**src/rtl/gray_pkg.sv**
```systemverilog
// Shared definitions for the Gray/binary pipelined converter.
//   MODE_G2B / MODE_B2G : encodings of the per-beat direction select
//   chunk_bits()        : bits resolved per pipeline stage, ceil(WIDTH/STAGES)
//   g2b_ref()           : plain MSB-first Gray-to-binary prefix XOR on a 64-bit word
package gray_pkg;

    localparam logic MODE_G2B = 1'b0;
    localparam logic MODE_B2G = 1'b1;

    function automatic int chunk_bits(input int width, input int stages);
        return (width + stages - 1) / stages;
    endfunction

    // Narrower words zero-extended into 64 bits convert correctly, because
    // leading zeros leave the running XOR untouched.
    function automatic logic [63:0] g2b_ref(input logic [63:0] word);
        logic [63:0] b;
        b[63] = word[63];
        for (int i = 62; i >= 0; i--) begin
            b[i] = b[i+1] ^ word[i];
        end
        return b;
    endfunction

endpackage

```
**src/rtl/gray_bin_stage.sv**
```systemverilog
// One pipeline stage of the Gray/binary converter.
//   clk, rst         : clock, asynchronous active-high reset
//   adv_i            : load enable (stage is empty or its beat is leaving)
//   vld_i/data_i/mode_i : beat from the previous stage (or the input port)
//   vld_o/data_o/mode_o : registered beat held by this stage
// In G2B mode the stage resolves bits HI..LO of the word; bits above HI
// arrive already resolved to binary, bits below LO pass through as Gray.
// The first stage also performs the whole B2G conversion; later stages
// pass B2G words unchanged. An empty chunk (HI < LO) makes a pure delay.
module gray_bin_stage
    import gray_pkg::*;
#(
    parameter int WIDTH = 8,
    parameter int LO    = 0,
    parameter int HI    = 7,
    parameter bit FIRST = 1'b1
) (
    input  logic             clk,
    input  logic             rst,
    input  logic             adv_i,
    input  logic             vld_i,
    input  logic [WIDTH-1:0] data_i,
    input  logic             mode_i,
    output logic             vld_o,
    output logic [WIDTH-1:0] data_o,
    output logic             mode_o
);

    logic             vld_q;
    logic             mode_q;
    logic [WIDTH-1:0] data_q;
    logic [WIDTH-1:0] data_d;
    logic             carry;

    // Walking MSB-first, carry always holds the binary value of the bit just
    // above the current one, so the chunk's carry-in is the resolved LSB of
    // the previous chunk without any out-of-range indexing.
    always_comb begin
        data_d = data_i;
        carry  = 1'b0;
        if (mode_i == MODE_B2G) begin
            if (FIRST) begin
                data_d = data_i ^ (data_i >> 1);
            end
        end else begin
            for (int i = WIDTH - 1; i >= 0; i--) begin
                if (i <= HI && i >= LO) begin
                    data_d[i] = carry ^ data_i[i];
                end
                carry = data_d[i];
            end
        end
    end

    always_ff @(posedge clk or posedge rst) begin
        if (rst) begin
            vld_q  <= 1'b0;
            data_q <= '0;
            mode_q <= 1'b0;
        end else if (adv_i) begin
            vld_q <= vld_i;
            if (vld_i) begin
                data_q <= data_d;
                mode_q <= mode_i;
            end
        end
    end

    assign vld_o  = vld_q;
    assign data_o = data_q;
    assign mode_o = mode_q;

endmodule

```
**src/rtl/gray_bin_conv_pipe.sv**
```systemverilog
// Pipelined Gray<->binary converter with valid/ready streaming.
//   clk, rst                      : clock, asynchronous active-high reset
//   in_valid/in_ready/in_data/in_mode  : input beat (mode 0 = G2B, 1 = B2G)
//   out_valid/out_ready/out_data/out_mode : registered result beat
// STAGES stages each resolve a ceil(WIDTH/STAGES)-bit chunk, MSB-first.
// Latency is STAGES cycles in either mode; throughput one beat per cycle.
module gray_bin_conv_pipe
    import gray_pkg::*;
#(
    parameter int WIDTH  = 8,
    parameter int STAGES = 2
) (
    input  logic             clk,
    input  logic             rst,
    input  logic             in_valid,
    output logic             in_ready,
    input  logic [WIDTH-1:0] in_data,
    input  logic             in_mode,
    output logic             out_valid,
    input  logic             out_ready,
    output logic [WIDTH-1:0] out_data,
    output logic             out_mode
);

    localparam int C = chunk_bits(WIDTH, STAGES);

    // Index 0 is the input port; index k+1 is the register of stage k.
    logic [STAGES:0]  vld;
    logic [STAGES:0]  mode;
    logic [WIDTH-1:0] data [STAGES+1];
    // adv[k] is the load enable of stage k; adv[STAGES] is the consumer.
    logic [STAGES:0]  adv;

    assign vld[0]  = in_valid;
    assign mode[0] = in_mode;
    assign data[0] = in_data;

    // A stage may load when it is empty or when its own beat moves on, so a
    // full pipe with out_ready high moves every beat on the same edge.
    always_comb begin
        adv[STAGES] = out_ready;
        for (int k = STAGES - 1; k >= 0; k--) begin
            adv[k] = !vld[k+1] || adv[k+1];
        end
    end

    for (genvar k = 0; k < STAGES; k++) begin : g_stage
        localparam int HI = WIDTH - 1 - k * C;
        localparam int LO = (HI - C + 1 > 0) ? (HI - C + 1) : 0;

        gray_bin_stage #(
            .WIDTH (WIDTH),
            .LO    (LO),
            .HI    (HI),
            .FIRST (k == 0)
        ) u_stage (
            .clk    (clk),
            .rst    (rst),
            .adv_i  (adv[k]),
            .vld_i  (vld[k]),
            .data_i (data[k]),
            .mode_i (mode[k]),
            .vld_o  (vld[k+1]),
            .data_o (data[k+1]),
            .mode_o (mode[k+1])
        );
    end

    assign in_ready  = adv[0] & ~rst;
    assign out_valid = vld[STAGES];
    assign out_data  = data[STAGES];
    assign out_mode  = mode[STAGES];

endmodule

```
**config.mk**
```make
export PLATFORM = sky130hd
export DESIGN_NAME = gray_bin_conv_pipe
export DESIGN_NICKNAME = d
export VERILOG_FILES = /design/src/rtl/gray_pkg.sv /design/src/rtl/gray_bin_stage.sv /design/src/rtl/gray_bin_conv_pipe.sv
export SDC_FILE = /design/constraint.sdc
export NUM_CORES = 1
export LEC_CHECK = 0
export ABC_AREA = 1
export BUFFER_PORTS_ARGS = -buffer_cell sky130_fd_sc_hd__buf_4
export CORE_MARGIN = 3
export CORE_UTILIZATION = 56
export CTS_CLUSTER_DIAMETER = 100
export CTS_CLUSTER_SIZE = 16
export DETAILED_ROUTE_END_ITERATION = 6
export PLACE_DENSITY = 0.82
export REMOVE_ABC_BUFFERS = 1
export SLEW_MARGIN = 25
export SYNTH_ARGS = -nofsm -noshare
export SYNTH_HDL_FRONTEND = slang
export SYNTH_SLANG_ARGS = --single-unit
```
**constraint.sdc**
```tcl
create_clock -name clk -period 2.1 [get_ports clk]
set_input_delay 0.315 -clock clk [delete_from_list [all_inputs] [get_ports clk]]
set_output_delay 0.315 -clock clk [all_outputs]
set_load 0.01 [all_outputs]
```
==> run_results.csv, run 1 <==
group,metric,value,unit
synth,synth_flop_cell,"dfrtp_1",
power_and_ir_drop,p_per_area,914,nW/um2
drt,vias,851,
worst_setup_path,slowest_stage,"dfrtp_1",
power_and_ir_drop,p_leak,0.679,nW
place,placedCellCount,171,
synth,synth_top_area_share,46.2,%
synth,synth_top_cell_by_area,"dfrtp_1",
timing,rsz0062_at_grt,"false",
timing,finalHoldViolations,0,
drt,drc,0,
timing,timing.hold.ws,0.0600,ns
worst_setup_path,crit_path_end_kind,"output port",
place,hpwl,1490,um
finish,antenna_cells,0,
floorplanning,dieArea,2500,um2
clocking,clk_latency,0.29,ns
synth,ys_top_cells_by_area,"dfrtp_1 46%, nand2_1 16%, buf_4 5.5%",
global_routing,grt_first_pass_wirelength,3360,um
timing,setup_tns,0,ns
drt,viasPerCell,4.86,
clocking,postCtsSetupBuffers,0,
drt,ant_nets,0,
drt,wl_per_cell,10.8,um
global_routing,antenna_found_initial,0,
timing,fin_skew,0.00525,ns
clocking,cts_buffers,3,
worst_setup_path,startpoint_type,"register",
clocking,cts.sinks,20,
synth,ys_ff_latch,20,
drt,drtPass1Iterations,4,
timing,max_freq,672,MHz
worst_setup_path,crit_type,"register to output port",
floorplanning,core.rowCount,15,
place,gp_congestion,0.821,
clocking,cts.clk_slew.worst_paths,0.11,ns
finish,drive_above_1_share,26.0,%
power_and_ir_drop,ir_worst_vdd,0.445,mV
min_path,hp-class,"input port to asynchronous set/reset pin",
timing,worst_pin_slew,0.251,ns
clocking,cts_hold_buf,0,
clocking,cts.path.max_buffers,2,
clocking,cts.htree.levels,1,
worst_setup_path,arrival,1.17,ns
synth,ys_seq_area_share,46.2,%
place,place_area,1210,um2
finish,layout.nets,164,
floorplanning,fp.dieH,50.0,um
global_routing,grt_remaining_overflow,0,
timing,period_share,70.9,%
worst_setup_path,cp_top_family,"flip-flops",
finish,area_growth,15.2,%
synth,syn_inst,132,
global_routing,grt_start_max_net_pins,21,
worst_setup_path,crit_path_cell_trace,"nand3_2, nand2_1, inv_1, buf_4",
global_routing,grt_pass1_vias,823,
flow_run,cap_violations,0,
synth,netlist_area,1080,um2
floorplanning,start_util,60.8,%
synth,synth_common_cells,"47 x nand2_1, 20 x dfrtp_1, 16 x inv_1, 8 x buf_4, 8 x o21ai_0",
drt,dr.first_iter.drc_count,18,
floorplanning,core_area,1780,um2
worst_setup_path,crit_fanout,4,
power_and_ir_drop,p_total,1.14,mW
timing,setup_viol_count_final,0,
synth,synth_cell_type_count,20,
worst_setup_path,required,1.78,ns
finish,fin_cells,175,
timing,slew_violations,0,
run_status,outcome,"finished clean",
synth,async_flop_share,100,%
floorplanning,ioPinCount,24,
global_routing,grtUsageTotal,17.4,%
synth,yosys.cell_count.top_type,"nand2_1",
finish,final_area,1250,um2
floorplanning,die_x,50.0,um
drt,wl,1890,um
worst_setup_path,critical-path-max-stage-delay,0.47,ns
clocking,ctsResizeCount,0,
clocking,cts_tree,"built",
synth,avgSynthCellArea,8.21,um2
worst_setup_path,critPathBufInv,2,
timing,slew-limit-headroom,83.3,%
synth,ys.warnings.count,0,
place,port_buffers,23,
synth,synth_edf_count,0,
timing,fin_crit,1.49,ns
clocking,root_buffer,"clkbuf_4",
-- cell usage in the layout, fill, tap and decap left out --
cell / n
buf_4: 24
nand3b_1: 1
nand3_1: 6
xor2_1: 5
clkbuf_8: 1
a31oi_1: 1
a21oi_4: 1
o21ai_1: 1
nand3_2: 2
a21oi_1: 3
o221ai_2: 1
inv_2: 3
inv_1: 16
o21ai_0: 8
nand4_1: 1
clkbuf_4: 3
o21ai_2: 2
nor2_1: 2
nand2_1: 47
nand2_4: 2
dfrtp_1: 20
-- cell type report --
class	count	area (um2)
clock buffers	4	36.3
multi-input cells	83	429
fillers	151	534
repair buffers	24	180
flip-flops and latches	20	500
inverters	19	71.3
well taps	25	31.3
-- power breakdown --
part	internal (mW)	total, mW	switching [mW]
logic	0.177	0.380	0.204
clock network	0.106	0.217	0.112
registers	0.478	0.544	0.0663
-- routing by layer --
metal / GRT usage, % / wire [um] / share of wire (%)
met1: 20.2 / 795 / 42
met2: 31.1 / 988 / 52
met3: 2.11 / 80 / 4.2
met4: 8.29 / 21 / 1.1
met5: 0 / 0 / 0
-- final timing paths --
check	start	to	slack (ns)	cells after the start
min	rst	g_stage[0].u_stage.data_o[6]$_DFFE_PP0P_	0.06	3
max in group asynchronous	rst	g_stage[1].u_stage.data_o[4]$_DFFE_PP0P_	1.84	3
min reg2reg	g_stage[1].u_stage.data_o[7]$_DFFE_PP0P_	g_stage[1].u_stage.data_o[7]$_DFFE_PP0P_	0.49	2
max reg2reg	g_stage[1].u_stage.vld_o$_DFFE_PP0P_	g_stage[1].u_stage.data_o[1]$_DFFE_PP0P_	0.85	4
max	g_stage[1].u_stage.vld_o$_DFFE_PP0P_	in_ready	0.61	4
min in group clk	in_data[4]	g_stage[0].u_stage.data_o[4]$_DFFE_PP0P_	0.30	4
-- through the flow --
step / setup slack, ns / util [%]
6_report: 0.611 / 70.0
5_1_grt: 0.507 / 70.0
4_1_cts: 0.598 / 70.0
3_5_place_dp: 0.843 / 68.0
3_3_place_gp: 0.891 / 68.0
2_1_floorplan: 0.821 / -
-- logic make-up (layout without fill, tap and decap cells) --
logic type,count (synthesis),after routing,share of synthesized area [%]
xor gates and xnor gates,5,5,4.04
and+or+nand+nor,61,61,24.9
AOI/OAI and AO/OA,17,17,10.6
buffers and inverters,29,47,14.2
DFF,20,20,46.2
-- flip-flops by register name, indices dropped and copies added, names as in the netlist --
signal                  cells
g_stage.u_stage.data_o     16
g_stage.u_stage.vld_o       2
g_stage.u_stage.mode_o      2
-- worst register-to-register path, delay by kind of cell, from the launching register on --
family	cells	cell delay (ns)
flip-flops	1	0.46
AO/OA/AOI/OAI	3	0.52
buffers and inverters	1	0.17
Power figures use the tool's default switching activity.
==> run 2: changes to the inputs <==
CORE_UTILIZATION = 52   (was 56)
PLACE_DENSITY = 0.77   (was 0.82)
clock period = 1.5 ns   (was 2.1 ns; I/O delays follow)
==> run 2 against run 1 <==
- core utilization is 0.72 points lower
- global-route usage down 2.0 points
- critical path type is now input port to output port
- cell count up 0.57%
- clock power rose by 97%
- sequential cell count did not move
- non-clock buffer count up 1
- total power is 51% higher
- first-iteration DRC count is the same
- register-to-register slack got worse by 0.55 ns
- sequential power grew 40%
- clock skew is 0.00080 ns lower
==> run_results.csv, run 2 (same netlist as run 1, synthesis figures left out) <==
group,metric,value,unit
place,placedCellCount,171,
power_and_ir_drop,combPwrFrac,30.8,%
power_and_ir_drop,ir_worst_vdd,0.751,mV
floorplanning,core.rowCount,15,
power_and_ir_drop,p_total,1.72,mW
place,gp_congestion,0.828,
clocking,root_buffer,"clkbuf_4",
drt,wl,1790,um
drt,vias,836,
clocking,cts_buffers,3,
worst_setup_path,crit_type,"input port to output port",
floorplanning,dieArea,2670,um2
drt,drtPass1Iterations,4,
power_and_ir_drop,switchingPower,531,uW
min_path,hp-start,"in_data[4]",
worst_setup_path,r2r-start,"g_stage[1].u_stage.vld_o$_DFFE_PP0P_",
global_routing,antenna_found_initial,0,
floorplanning,die_x,51.6,um
floorplanning,start_util,58.9,%
timing,worst_pin_slew,0.261,ns
timing,slew_violations,0,
worst_setup_path,required,1.27,ns
drt,dr.first_iter.drc_count,18,
finish,largest_reg_flops,16,
clocking,cts_tree,"built",
clocking,ctsResizeCount,0,
timing,fin_crit,1.39,ns
min_path,hp-class,"input port to register",
global_routing,grt_remaining_overflow,0,
place,port_buffers,23,
finish,final_cell_mix,"47 x nand2_1, 24 x buf_4, 20 x dfrtp_1",
worst_setup_path,crit_start,"rst",
power_and_ir_drop,p_per_area,1350,nW/um2
timing,finalHoldViolations,0,
timing,setup_viol_count_final,0,
finish,antenna_cells,0,
run_status,outcome,"finished clean",
power_and_ir_drop,p_leak,0.690,nW
finish,final_common_cell,"nand2_1",
clocking,cts.clk_slew.worst_paths,0.11,ns
worst_setup_path,crit_fanout,2,
power_and_ir_drop,switching_share,30.9,%
timing,max_freq,722,MHz
clocking,cts.sinks,20,
timing,fin_skew,0.00445,ns
power_and_ir_drop,p_clk_share,24.9,%
flow_run,cap_violations,0,
power_and_ir_drop,internal_power,1.19,mW
finish,area_growth,17.7,%
worst_setup_path,arrival,1.16,ns
global_routing,grtUsageTotal,15.4,%
worst_setup_path,startpoint_type,"input port",
floorplanning,fp.dieH,51.6,um
power_and_ir_drop,p_seq_share,44.2,%
drt,wl_per_cell,10.1,um
floorplanning,ioPinCount,24,
timing,rsz0062_at_grt,"false",
global_routing,grt_pass1_vias,761,
global_routing,grt_start_max_net_pins,21,
timing,period_share,92.4,%
clocking,cts_hold_buf,1,
place,hpwl,1410,um
drt,ant_nets,0,
global_routing,grt_first_pass_wirelength,3170,um
finish,layout.nets,165,
clocking,cts.htree.levels,1,
finish,fillerInstances,163,
clocking,cts.path.max_buffers,2,
drt,viasPerCell,4.75,
clocking,postCtsSetupBuffers,0,
clocking,clk_latency,0.29,ns
floorplanning,core_area,1840,um2
drt,drc,0,
timing,slew-limit-headroom,82.6,%
timing,setup_tns,0,ns
finish,drive_above_1_share,25.8,%
finish,fin_cells,176,
worst_setup_path,crit_path_end_kind,"output port",
==> run 2: changes by cell type in the layout (fill, tap and decap cells not counted) <==
cell,before,now
clkbuf_8,1,0
bufinv_16,0,1
dlygate4sd3_1,0,1
==> run 2: worst paths after layout <==
check,end,slack (ns),cells after the start
setup / recovery,in_ready,0.11,6
hold / removal,g_stage[0].u_stage.data_o[4]$_DFFE_PP0P_,0.19,4
setup reg to reg,g_stage[1].u_stage.data_o[1]$_DFFE_PP0P_,0.30,4
hold reg to reg,g_stage[1].u_stage.data_o[7]$_DFFE_PP0P_,0.48,2
max in group asynchronous,g_stage[0].u_stage.data_o[5]$_DFFE_PP0P_,0.77,4
min in group asynchronous,g_stage[1].u_stage.data_o[6]$_DFFE_PP0P_,0.53,4
==> run 2: layout make-up <==
| class | instances | area (um2) | area share [%] |
|---|---|---|---|
| sequential | 20 | 500 | 39.3 |
| clock inverter | 1 | 30.0 | 2.36 |
| clock buffer | 3 | 22.5 | 1.77 |
| timing repair buffer | 25 | 190 | 14.9 |
| tap | 25 | 31.3 | 2.45 |
| multi-input combinational | 83 | 429 | 33.7 |
| inverter | 19 | 71.3 | 5.59 |
==> run 2: per-stage QoR <==
stage / utilization, % / setup WS (ns) / cell area, um2 / hold WS (ns)
6_report: 69.3 / 0.114 / 1270 / 0.191
5_1_grt: 69.3 / 0.0407 / 1270 / 0.225
4_1_cts: 69.3 / 0.103 / 1270 / 0.190
3_5_place_dp: 65.9 / 0.326 / 1210 / 0.306
3_3_place_gp: 65.9 / 0.365 / 1210 / 0.304
2_1_floorplan: - / 0.380 / 1000 / 0.197
==> run 2: critical path, stage by stage <==
cell,delay [ns]
dlygate4sd3_1,0.53
buf_4,0.13
inv_1,0.06
nand2_1,0.05
inv_1,0.05
buf_4,0.11
==> run 2: per-layer routing <==
layer  global-route usage, %  vias up  part of all wire (%)
li1                        -      436                     -
met1                    19.3      374                    44
met2                    26.5       24                    49
met3                    1.72        2                   5.6
met4                    6.99        0                   1.3
met5                       0        -                     0
==> run 2: power groups by stage <==
stage / Combinational (mW) / Clock [mW] / Sequential [mW]
after detailed placement: 0.534 / 0 / 0.773
final: 0.530 / 0.428 / 0.760
after floorplan: 0.267 / 0 / 0.801
after CTS: 0.539 / 0.437 / 0.762
after global routing: 0.597 / 0.458 / 0.781
after global placement: 0.515 / 0 / 0.771
==> run 3: changes to the inputs <==
CORE_UTILIZATION = 51   (was 52)
PLACE_DENSITY = 0.76   (was 0.77)
SYNTH_HIERARCHICAL = 1   (was not set)
==> run 3 against run 2 <==
- maximum frequency decreased by 0.38%
- cell area shrank 2.6%
- global-route usage rose by 2.1 points
- clock skew decreased by 0.0031 ns
- total power is 14% lower
- sequential cell count unchanged
- first-iteration DRC count decreased by 39%
- hold slack better by 0.00056 ns
- routed wire length up 1.9%
- combinational power shrank 9.2%
- clock power is 41% lower
- sequential share of layout area is 1.0 points higher
- largest cell class unchanged
- largest power group unchanged
==> run_results.csv, run 3 <==
group,metric,value,unit
synth,synth_common_cells,"53 x nand2_1, 20 x dfrtp_1, 16 x inv_1, 7 x o21ai_1, 6 x xor2_1",
timing,worst_pin_slew,0.365,ns
power_and_ir_drop,combPwrFrac,32.6,%
power_and_ir_drop,switchingPower,496,uW
global_routing,grt_start_max_net_pins,18,
place,port_buffers,23,
clocking,cts.sinks,20,
finish,final_area,1240,um2
drt,met2_length,822,um
worst_setup_path,startpoint_type,"input port",
global_routing,grt_first_pass_wirelength,3430,um
worst_setup_path,arrival,1.17,ns
drt,wl_per_cell,10.1,um
clocking,ctsResizeCount,0,
floorplanning,start_util,56.5,%
finish,final_cell_mix,"53 x nand2_1, 23 x buf_4, 20 x dfrtp_1",
timing,setup_viol_count_final,0,
finish,area_growth,20.8,%
floorplanning,dieArea,2590,um2
synth,ys_top_cells_by_area,"dfrtp_1 49%, nand2_1 19%, inv_1 5.8%",
floorplanning,core.rowCount,15,
drt,wl,1820,um
drt,ant_nets,0,
synth,synth_edf_count,0,
drt,drtPass1Iterations,4,
timing,fin_skew,0.00133,ns
timing,max_freq,719,MHz
worst_setup_path,required,1.27,ns
power_and_ir_drop,internal_power,979,uW
power_and_ir_drop,p_seq_share,50.2,%
drt,dr.first_iter.drc_count,11,
clocking,cts_hold_buf,1,
clocking,cts.clk_slew.worst_paths,0.10,ns
finish,final_common_cell,"nand2_1",
finish,fin_util,68.2,%
drt,vias,857,
worst_setup_path,slowest_stage,"dlygate4sd3_1",
finish,largest_reg_flops,16,
synth,synth_top_cell_by_area,"dfrtp_1",
drt,viasPerCell,4.76,
finish,layout.nets,170,
worst_setup_path,crit_fanout,3,
clocking,cts_tree,"built",
synth,ys_seq_area_share,48.7,%
drt,drc,0,
synth,avgSynthCellArea,7.91,um2
floorplanning,fp.dieH,50.9,um
clocking,postCtsSetupBuffers,0,
flow_run,cap_violations,0,
global_routing,antenna_found_initial,0,
timing,period_share,92.7,%
global_routing,grt_pass1_vias,826,
power_and_ir_drop,p_per_area,1190,nW/um2
drt,route.met3.wl,88,um
worst_setup_path,r2r.worst_path.cells,7,
synth,ys_ff_latch,20,
timing,slew_violations,0,
synth,synth_cell_type_count,17,
floorplanning,die_x,50.9,um
min_path,hp-class,"input port to register",
synth,ys.warnings.count,6,
timing,timing.hold.ws,0.192,ns
timing,fin_crit,1.39,ns
worst_setup_path,crit_type,"input port to output port",
synth,yosys.cell_count.top_type,"nand2_1",
floorplanning,ioPinCount,24,
worst_setup_path,crit_path_cell_trace,"dlygate4sd3_1, buf_4, inv_1, nand2_1, inv_1, buf_4",
finish,drive_above_1_share,23.2,%
synth,async_flop_share,100,%
place,hpwl,1430,um
synth,synth_top_area_share,48.7,%
clocking,root_buffer,"clkbuf_4",
timing,slew-limit-headroom,75.6,%
min_path,holdPathStages,3,
floorplanning,core_area,1820,um2
run_status,outcome,"finished clean",
clocking,clk_latency,0.30,ns
timing,setup_tns,0,ns
finish,antenna_cells,0,
worst_setup_path,crit_path_end_kind,"output port",
synth,synth_flop_cell,"dfrtp_1",
place,place_area,1210,um2
global_routing,grtUsageTotal,17.5,%
power_and_ir_drop,ir_worst_vdd,0.648,mV
drt,m1WireLength,850,um
timing,finalHoldViolations,0,
power_and_ir_drop,p_leak,0.692,nW
power_and_ir_drop,p_clk_share,17.2,%
clocking,cts.htree.levels,1,
drt,top_layer,"met4",
clocking,cts_buffers,3,
synth,netlist_area,1030,um2
power_and_ir_drop,switching_share,33.6,%
synth,syn_inst,130,
power_and_ir_drop,p_total,1.48,mW
timing,rsz0062_at_grt,"false",
worst_setup_path,critical-path-max-stage-delay,0.54,ns
clocking,cts.path.max_buffers,2,
global_routing,grt_remaining_overflow,0,
place,gp_congestion,0.875,
-- run 3: changes by cell type after synthesis, sizes merged --
| cell | delta |
|---|---|
| a31oi | -1 |
| nand3b | -1 |
| a21oi | -3 |
| xor2 | +1 |
| and2 | +1 |
| nand2 | +8 |
| buf | -8 |
| nor2 | -1 |
| xnor2 | +2 |
-- run 3: logic make-up (layout without fill, tap and decap cells) --
kind of cell              count (synthesis)  in the layout  synth area share [%]
buffers and inverters                    21             46                  9.12
and+or+nand+nor                          68             68                  28.7
xor gates and xnor gates                  8              8                  6.81
AOI/OAI and AO/OA                        13             13                  6.69
DFF                                      20             20                  48.7
-- run 3: power by group through the flow --
stage               Sequential (mW)  Combinational, mW  Clock [mW]
floorplan                     0.777              0.245           0
global placement              0.749              0.477           0
detailed placement            0.752              0.483           0
CTS                           0.741              0.487       0.262
global route                  0.759              0.548       0.286
finish                        0.741              0.481       0.253
-- run 3: path summary, 6_finish.rpt --
| path | from | endpoint | slack [ns] |
|---|---|---|---|
| max in group asynchronous | rst | g_stage[0].u_stage/data_o[2]$_DFFE_PP0P_ | 0.78 |
| worst max register to register | g_stage[1].u_stage/vld_o$_DFFE_PP0P_ | g_stage[1].u_stage/data_o[1]$_DFFE_PP0P_ | 0.23 |
| min in group asynchronous | rst | g_stage[1].u_stage/vld_o$_DFFE_PP0P_ | 0.46 |
| worst min register to register | g_stage[0].u_stage/data_o[5]$_DFFE_PP0P_ | g_stage[0].u_stage/data_o[5]$_DFFE_PP0P_ | 0.49 |
| worst max-delay path | rst | in_ready | 0.11 |
| worst min-delay path | in_data[0] | g_stage[0].u_stage/data_o[0]$_DFFE_PP0P_ | 0.19 |
-- run 3: critical path: cells and delay by family --
kind | cells | cell delay, ns
buffers and inverters | 5 | 0.89
and+or+nand+nor | 1 | 0.05
-- run 3: stage by stage --
stage | setup slack [ns] | instances
finish | 0.109 | 180
global route | 0.0558 | 180
global placement | 0.295 | 176
CTS | 0.101 | 180
floorplan | 0.318 | 128
detailed placement | 0.251 | 176
-- run 3: layout make-up --
| type | instances | area (um2) |
|---|---|---|
| fill | 160 | 578 |
| sequential | 20 | 500 |
| multi-input combinational | 89 | 434 |
| timing repair buffer | 24 | 183 |
| inverter | 19 | 71.3 |
| tap | 25 | 31.3 |
| clock buffer | 3 | 22.5 |
-- run 3: layer usage --
metal  global-route usage [%]  up-vias
met3                     1.75        5
met2                     28.1       23
li1                         -      450
met1                     22.0      379
met5                        0        -
met4                     12.1        0
